[src/rtl/shift_unit_seq_if.sv]
// Handshake/operand bundle between the control FSM (master) and the shift unit (slave).
interface shift_unit_seq_if #(
  parameter int DATA_W = 32
);
  logic              start;
  logic [1:0]        Shift;
  logic [5:0]        Num;
  logic [DATA_W-1:0] data_in;
  logic [DATA_W-1:0] result;
  logic              busy;
  logic              done;

  modport master (
    output start, Shift, Num, data_in,
    input  result, busy, done
  );

  modport slave (
    input  start, Shift, Num, data_in,
    output result, busy, done
  );
endinterface

[src/rtl/shift_unit_seq.sv]
// Sequential shifter: pass/SLL/SRL/SRA, one bit per clock with start/busy/done handshake.
// Define SHIFT_UNIT_BARREL_EN to replace the iterative loop with a single-cycle barrel shift.
module shift_unit_seq #(
  parameter int DATA_W = 32
) (
  input logic              clk,
  input logic              rst,
  shift_unit_seq_if.slave  bus
);
  typedef enum logic [1:0] {IDLE, SHIFT, DONE} state_t;

  state_t            stateReg;
  logic [DATA_W-1:0] resultReg;
  logic              busyReg;
  logic              doneReg;

  // Effective amount: pass forces 0, otherwise Num clamped to DATA_W.
  logic [6:0] numWide;
  logic [6:0] kWide;
  always_comb begin
    numWide = {1'b0, bus.Num};
    if (bus.Shift == 2'b00)
      kWide = 7'd0;
    else if (numWide >= 7'(DATA_W))
      kWide = 7'(DATA_W);
    else
      kWide = numWide;
  end

`ifdef SHIFT_UNIT_BARREL_EN
  logic [DATA_W-1:0] barrelOut;
  always_comb begin
    case (bus.Shift)
      2'b01:   barrelOut = bus.data_in << kWide;
      2'b10:   barrelOut = bus.data_in >> kWide;
      2'b11:   barrelOut = DATA_W'($signed(bus.data_in) >>> kWide);
      default: barrelOut = bus.data_in;
    endcase
  end

  always_ff @(posedge clk or posedge rst) begin
    if (rst) begin
      stateReg  <= IDLE;
      resultReg <= '0;
      busyReg   <= 1'b0;
      doneReg   <= 1'b0;
    end else begin
      case (stateReg)
        IDLE: begin
          if (bus.start) begin
            resultReg <= barrelOut;
            stateReg  <= DONE;
            busyReg   <= 1'b1;
            doneReg   <= 1'b1;
          end
        end
        default: begin
          stateReg <= IDLE;
          busyReg  <= 1'b0;
          doneReg  <= 1'b0;
        end
      endcase
    end
  end
`else
  localparam int CW = $clog2(DATA_W) + 1;

  logic [CW-1:0]     countReg;
  logic [1:0]        opReg;
  logic [DATA_W-1:0] stepOut;

  always_comb begin
    case (opReg)
      2'b01:   stepOut = {resultReg[DATA_W-2:0], 1'b0};
      2'b10:   stepOut = {1'b0, resultReg[DATA_W-1:1]};
      2'b11:   stepOut = {resultReg[DATA_W-1], resultReg[DATA_W-1:1]};
      default: stepOut = resultReg;
    endcase
  end

  always_ff @(posedge clk or posedge rst) begin
    if (rst) begin
      stateReg  <= IDLE;
      resultReg <= '0;
      countReg  <= '0;
      opReg     <= 2'b00;
      busyReg   <= 1'b0;
      doneReg   <= 1'b0;
    end else begin
      case (stateReg)
        IDLE: begin
          if (bus.start) begin
            resultReg <= bus.data_in;
            opReg     <= bus.Shift;
            countReg  <= kWide[CW-1:0];
            busyReg   <= 1'b1;
            // kWide is zero for pass, so a nonzero amount implies a real shift
            if (kWide != 7'd0) begin
              stateReg <= SHIFT;
              doneReg  <= 1'b0;
            end else begin
              stateReg <= DONE;
              doneReg  <= 1'b1;
            end
          end
        end
        SHIFT: begin
          resultReg <= stepOut;
          countReg  <= countReg - 1'b1;
          if (countReg == CW'(1)) begin
            stateReg <= DONE;
            doneReg  <= 1'b1;
          end
        end
        default: begin
          stateReg <= IDLE;
          busyReg  <= 1'b0;
          doneReg  <= 1'b0;
        end
      endcase
    end
  end
`endif

  assign bus.result = resultReg;
  assign bus.busy   = busyReg;
  assign bus.done   = doneReg;
endmodule

[src/flat_wrapper.sv]
// flat-port wrapper written by rule: the top's interface ports become plain ports
module shift_unit_seq_flat 
#(
  parameter int DATA_W = 32
)
  (clk, rst, bus_start, bus_Shift, bus_Num, bus_data_in, bus_result, bus_busy, bus_done);
  shift_unit_seq_if #(.DATA_W(DATA_W)) bus_i ();
  input logic clk;
  input logic rst;
  input wire logic [$bits(bus_i.start)-1:0] bus_start;
  input wire logic [$bits(bus_i.Shift)-1:0] bus_Shift;
  input wire logic [$bits(bus_i.Num)-1:0] bus_Num;
  input wire logic [$bits(bus_i.data_in)-1:0] bus_data_in;
  output wire logic [$bits(bus_i.result)-1:0] bus_result;
  output wire logic [$bits(bus_i.busy)-1:0] bus_busy;
  output wire logic [$bits(bus_i.done)-1:0] bus_done;
  assign bus_i.start = bus_start;
  assign bus_i.Shift = bus_Shift;
  assign bus_i.Num = bus_Num;
  assign bus_i.data_in = bus_data_in;
  assign bus_result = bus_i.result;
  assign bus_busy = bus_i.busy;
  assign bus_done = bus_i.done;
  shift_unit_seq #(.DATA_W(DATA_W)) u_core (.clk(clk), .rst(rst), .bus(bus_i));
endmodule
[config.mk]
export PLATFORM = sky130hd
export DESIGN_NAME = shift_unit_seq_flat
export DESIGN_NICKNAME = d
export VERILOG_FILES = /design/src/rtl/shift_unit_seq_if.sv /design/src/rtl/shift_unit_seq.sv /design/src/flat_wrapper.sv
export SDC_FILE = /design/constraint.sdc
export NUM_CORES = 1
export LEC_CHECK = 0
export ABC_AREA = 1
export CAP_MARGIN = 20
export CORE_ASPECT_RATIO = 0.75
export CORE_MARGIN = 5
export CORE_UTILIZATION = 43
export DETAILED_ROUTE_END_ITERATION = 6
export GPL_ROUTABILITY_DRIVEN = 0
export MAX_ROUTING_LAYER = met4
export PLACE_DENSITY_LB_ADDON = 0.1
export SLEW_MARGIN = 20
export SYNTH_ARGS = -nofsm -noshare
export SYNTH_HDL_FRONTEND = slang
export SYNTH_SLANG_ARGS = --single-unit
[constraint.sdc]
create_clock -name clk -period 1.4 [get_ports clk]
set_input_delay 0.28 -clock clk [delete_from_list [all_inputs] [get_ports clk]]
set_output_delay 0.28 -clock clk [all_outputs]
set_load 0.03 [all_outputs]
### After elaboration in Yosys (flattened, before gate mapping)

Cells that the tools add are included.

| storage, ports and cells | value |
|---|---|
| input port bits | 43 |
| word-level logic and storage cells | 47 |
| bits in registers | 44 |
| output and inout port bits | 34 |

| operators by class | value |
|---|---|
| mux-type cells | 17 |
| reduce and logical (&&, ||, !) cells | 10 |
| add/sub/neg operators | 1 |
| bitwise gates (word level) | 1 |
| magnitude comparators | 1 |
| eq/ne operators | 10 |

Operator list:

| cell | count |
|---|---|
| $pmux 32 s3 | 1 |
| $pmux 32 s2 | 1 |
| $mux 32 | 1 |
| $mux 6 | 2 |
| $pmux 6 s2 | 1 |
| $reduce_and 2->1 | 4 |
| $mux 7 | 1 |
| $reduce_bool 7->1 | 1 |
| $eq 6x1->1 const B | 1 |
| $ge 6x6->1 const B | 1 |
| $mux 2 | 3 |
| $sub 6x1->6 const B | 1 |
| $eq 2x1->1 const B | 2 |
| $eq 2x2->1 const B | 2 |
| $logic_not 2->1 | 2 |
| $mux 1 | 4 |
| $ne 2x2->1 const B | 2 |
| $ne 4x4->1 const B | 1 |
| $pmux 1 s2 | 2 |
| $pmux 2 s2 | 1 |
| $reduce_and 4->1 | 1 |
| $ne 3x3->1 const B | 1 |
| $reduce_and 3->1 | 1 |
| $ne 2x1->1 const B | 1 |
| 2 further kinds | 2 |

### Logic depth before layout (Yosys ltp)

| depth | value |
|---|---|
| word-level depth | 7 |
| mapped depth | 10 |
| gate-level depth less buffers | 9 |

### Worst setup path after synthesis

No wires, ideal clock.

| timing | value |
|---|---|
| kind | register -> register |
| start | register u_core.opReg[0] |
| end | register u_core.resultReg[21], in the netlist u_core.bus.result[21] |
| data required time | 1.278 ns |
| setup time | 0.122 ns |
| stages on the path, launching flop included | 10 |
| buffers on the path | 1 |
| data arrival time | 1.365 ns |
| slack | -0.087 ns |
| clock period less this slack | 1.487 ns |
| path through | dfrtp_1 -> inv_1 -> ha_1 -> nor2_1 -> clkbuf_1 -> nand2_1 -> nand3_1 -> nand2_1 -> nand2_1 -> o21ai_1 |

| on the way | value |
|---|---|
| word-level cells in the longest chain between the ends | 3 |
| elaborated cells on any way between the ends | 7 |
| classes of those cells | eq/ne: 4; mux: 2; reduce/logical: 1 |

RTL lines:

| element | RTL line | source |
|---|---|---|
| start, declared | shift_unit_seq.sv:69 | `logic [1:0] opReg;` |
| start signal, assigned | shift_unit_seq.sv:94 | `opReg <= bus.Shift;` |
| $eq 2x2->1 or $eq 2x1->1 (tied branches) | shift_unit_seq.sv:73 | `case (opReg)` |
| $pmux 32 s3 or $ne 4x4->1 (tied branches) | - |  |
| $pmux 32 s2 or $reduce_and 3->1 (tied branches) | - |  |
| end signal, assigned | shift_unit_seq.sv:93 | `resultReg <= bus.data_in;` |
| end signal, assigned | shift_unit_seq.sv:108 | `resultReg <= stepOut;` |
| end, declared | shift_unit_seq.sv:13 | `logic [DATA_W-1:0] resultReg;` |

Several ways; a longest one is shown, not always the timed one.
A chain may end at the register's enable or synchronous reset.

### Final worst setup path

| timing | value |
|---|---|
| start | register u_core.opReg[1] |
| end | register u_core.resultReg[8], in the netlist u_core.bus.result[8] |

The elaborated chain is that of the path after synthesis.

==> impl_metrics.yaml <==
run_status:
  run_status: "finished, violations left"
  violations: "negative setup slack"
worst_setup_path:
  slowest_delay_ps: 460
  critical_path_required_ps: 1600
  timing.rr.start: "u_core.opReg[1]"
  cp_data_arrival_time_ps: 1700
  critPathMaxFanout: 7
  critical_register_to_register_path_endpoint: "u_core.bus.result[8]"
  r2r.worst_path.cells: 9
  critPathCaptureType: "flip-flop"
  ff2ff_setup_slack_ps: -100
  critPathKind: "flip-flop to flip-flop"
  timing.critical_path.max_delay_family: "flip-flops"
  crit_top_cell: "sky130_fd_sc_hd__nand2_1"
  crit_slowest_cell: "sky130_fd_sc_hd__dfrtp_2"
  critPathLaunchType: "flip-flop"
  critPathBufInv: 2
  timing.critical_path.cells: "ha_4 > nor2_4 > buf_6 > buf_16 > nand2_1 > nand3_1 > nand2_1 > nand2_1 > o21ai_1"
timing:
  timing.final.crit_period_ps: 1500
  finalCritPeriodShare_pct: 107
  finalSetupViolCount: 30
  tightestPinTransition_ps: 333
  setup-tns-final_ps: -1370
  skew_ps: 14.4
  unrepaired_setup_endpoints_after_global_routing: "yes"
  timing_hold_violations_final: 0
  max_slew_margin_pct: 77.5
  timing.fmax_mhz: 666
  fin_worst_hold_slack_ps: 313
  final_critical_path_setup_slack_ps: -101
  drv_slew: 0
route:
  drt-wirelength-per-cell_um: 13.9
  ant_nets: 0
  first_iter_violations: 226
  drc: 0
  vias: 2891
  finalWirelength_um: 8080
  routed_via_density: 4.99
  drt-pass1-iter-count: 5
clock_network:
  numClockSinks: 43
  clk-insertion-delay-late_ps: 300
  cts.path.max_buffers: 2
  clk_root_buffer_cell: "sky130_fd_sc_hd__clkbuf_8"
  postCtsHoldBufs: 0
  path_clk_slew_ps: 90
  cts_tree: "built"
  tritoncts.num_buffers: 5
  ctsHtreeMaxLevel: 2
cells_and_area:
  layout_common_cells: "sky130_fd_sc_hd__nand2_1, sky130_fd_sc_hd__inv_1, sky130_fd_sc_hd__clkdlybuf4s50_1"
  drive_gt1_share_pct: 18.0
  nFillCells: 480
  antenna-diode-count: 0
  fin_nets: 548
  final_non_filler_cell_total: 579
  syn2layout_area_growth_pct: 50.9
  multi_input_area_um2: 1500
  mostFrequentLayoutCell: "sky130_fd_sc_hd__nand2_1"
  seqCellArea_um2: 1080
die:
  initial_utilization_pct: 45.1
  floorplan.rows: 24
  fp.dieArea_um2: 7930
  chipHeight_um: 78.4
  design.portCount: 77
  fp.coreArea_um2: 5950
  die_width_um: 101
placement:
  place_inst: 563
  place_hpwl_um: 5130
  placement.io_buffers: 76
global_routing:
  largest_net_degree_at_the_start_of_global_routing: 44
  antenna_found_initial: 0
  globalRouteOverflowTotal: 0
  wire_length_of_the_first_global_routing_pass_um: 12900
  first_global_vias: 2741
  grt_usage_pct: 20.4
logic_synthesis:
  post_synth_inst_count: 411
  yosys_register_bits: 43
  netlist-cell-type-count: 23
  mappedNetlistArea_um2: 2680
  number_of_warning_messages_in_the_yosys_log: 0
  postSynthAreaPerCell_um2: 6.52
  ys_seq_area_share_pct: 40.1
  synthesis.nets: 459
run:
  maxCapViolCount: 0
worst_hold_path:
  path_type_of_the_worst_min_delay_path: "input pin to asynchronous set/reset pin"
pwr:
  p_leak_nw: 2.13
  pwr_density_cell_nw_per_um2: 2780
  totalPowerFinal_w: 0.0113
  vdd_drop_max_v: 0.00110
[kinds of logic after synthesis]
logic type      share of synthesized area, %
compound gates                          8.59
fa+ha+maj                               2.33
buf+inv                                 10.6
flops                                   40.1
simple gates                            38.4
[report_power, final]
| group | total, W | switching (W) | internal [W] |
|---|---|---|---|
| combinational | 0.00792 | 0.00484 | 0.00308 |
| sequential | 0.00231 | 0.000429 | 0.00189 |
| clock | 0.00103 | 0.000452 | 0.000578 |
| total | 0.0113 | 0.00573 | 0.00554 |
[metrics by stage]
step / utilization [%] / worst slack (ps) / area [um^2]
after floorplan: - / -6.94 / 2690
after global placement: 61.2 / -172 / 3640
after detailed placement: 61.2 / -240 / 3640
after CTS: 65.0 / -83.9 / 3870
after global routing: 68.1 / -148 / 4050
final: 68.1 / -101 / 4050
[registers in the layout (all words and copies together), names as in the netlist]
signal             count
u_core.bus.busy        1
u_core.bus.done        1
u_core.opReg           2
u_core.stateReg        1
u_core.countReg        6
u_core.bus.result     32
[synthesized netlist by cell type]
cell / count / area, um^2
sky130_fd_sc_hd__inv_2: 3 / 11.3
sky130_fd_sc_hd__buf_4: 2 / 15.0
sky130_fd_sc_hd__ha_1: 5 / 62.6
sky130_fd_sc_hd__nand2_4: 1 / 11.3
sky130_fd_sc_hd__nor3_1: 1 / 5.00
sky130_fd_sc_hd__nor2_1: 12 / 45.0
sky130_fd_sc_hd__clkbuf_1: 6 / 22.5
sky130_fd_sc_hd__nor2_8: 1 / 20.0
sky130_fd_sc_hd__dfrtp_1: 43 / 1080
sky130_fd_sc_hd__nor2_2: 1 / 6.26
sky130_fd_sc_hd__o21ai_1: 29 / 145
sky130_fd_sc_hd__nand2_1: 187 / 702
sky130_fd_sc_hd__a21oi_1: 1 / 5.00
sky130_fd_sc_hd__nand3_1: 39 / 195
sky130_fd_sc_hd__nand4_1: 3 / 18.8
sky130_fd_sc_hd__o221ai_1: 1 / 8.76
sky130_fd_sc_hd__nand3b_1: 1 / 7.51
sky130_fd_sc_hd__buf_2: 11 / 55.1
sky130_fd_sc_hd__a31oi_1: 1 / 6.26
sky130_fd_sc_hd__nor2_4: 1 / 11.3
sky130_fd_sc_hd__inv_1: 48 / 180
sky130_fd_sc_hd__o21ai_0: 13 / 65.1
sky130_fd_sc_hd__nand2_2: 1 / 6.26
[cell type report]
cell class	count	area share, %
multi-input cells	298	37.0
flip-flops and latches	43	26.7
repair buffers	101	26.3
inverters	51	4.73
well taps	78	2.41
clock buffers	6	2.04
clock inverters	2	0.866
[repair_timing]
| item | in CTS | in global routing |
|---|---|---|
| gates resized for setup | 55 | 51 |
| gates cloned | 3 | 2 |
| pin swaps | 1 | 13 |
| buffers inserted | 2 | 2 |
| setup endpoints to repair | 66 | 42 |
[per-layer routing]
layer  vias up  global-route usage (%)  wire (um)
li1       1455                       -          -
met1      1318                    28.2       3750
met5         -                       -          0
met2       107                    31.5       3640
met4         0                    4.38        108
met3        11                    3.54        572
[tightest hold or removal path, cell delays in order]
cell	delay, ps
sky130_fd_sc_hd__clkdlybuf4s50_1	410
sky130_fd_sc_hd__inv_2	70
sky130_fd_sc_hd__buf_12	240
[worst max-delay path by stage]
stage	to	depth (start not counted)	start	slack, ps
finish	u_core.bus.result[8]	9	u_core.opReg[1]	-100
global route	u_core.bus.result[8]	9	u_core.opReg[1]	-150
CTS	u_core.bus.result[26]	10	u_core.opReg[0]	-80
detailed placement	u_core.bus.result[22]	8	bus_start	-240
global placement	u_core.bus.result[24]	8	bus_start	-170
floorplan	u_core.bus.result[21]	10	u_core.opReg[0]	-7
Note: power is estimated with default switching activity, not from simulation.
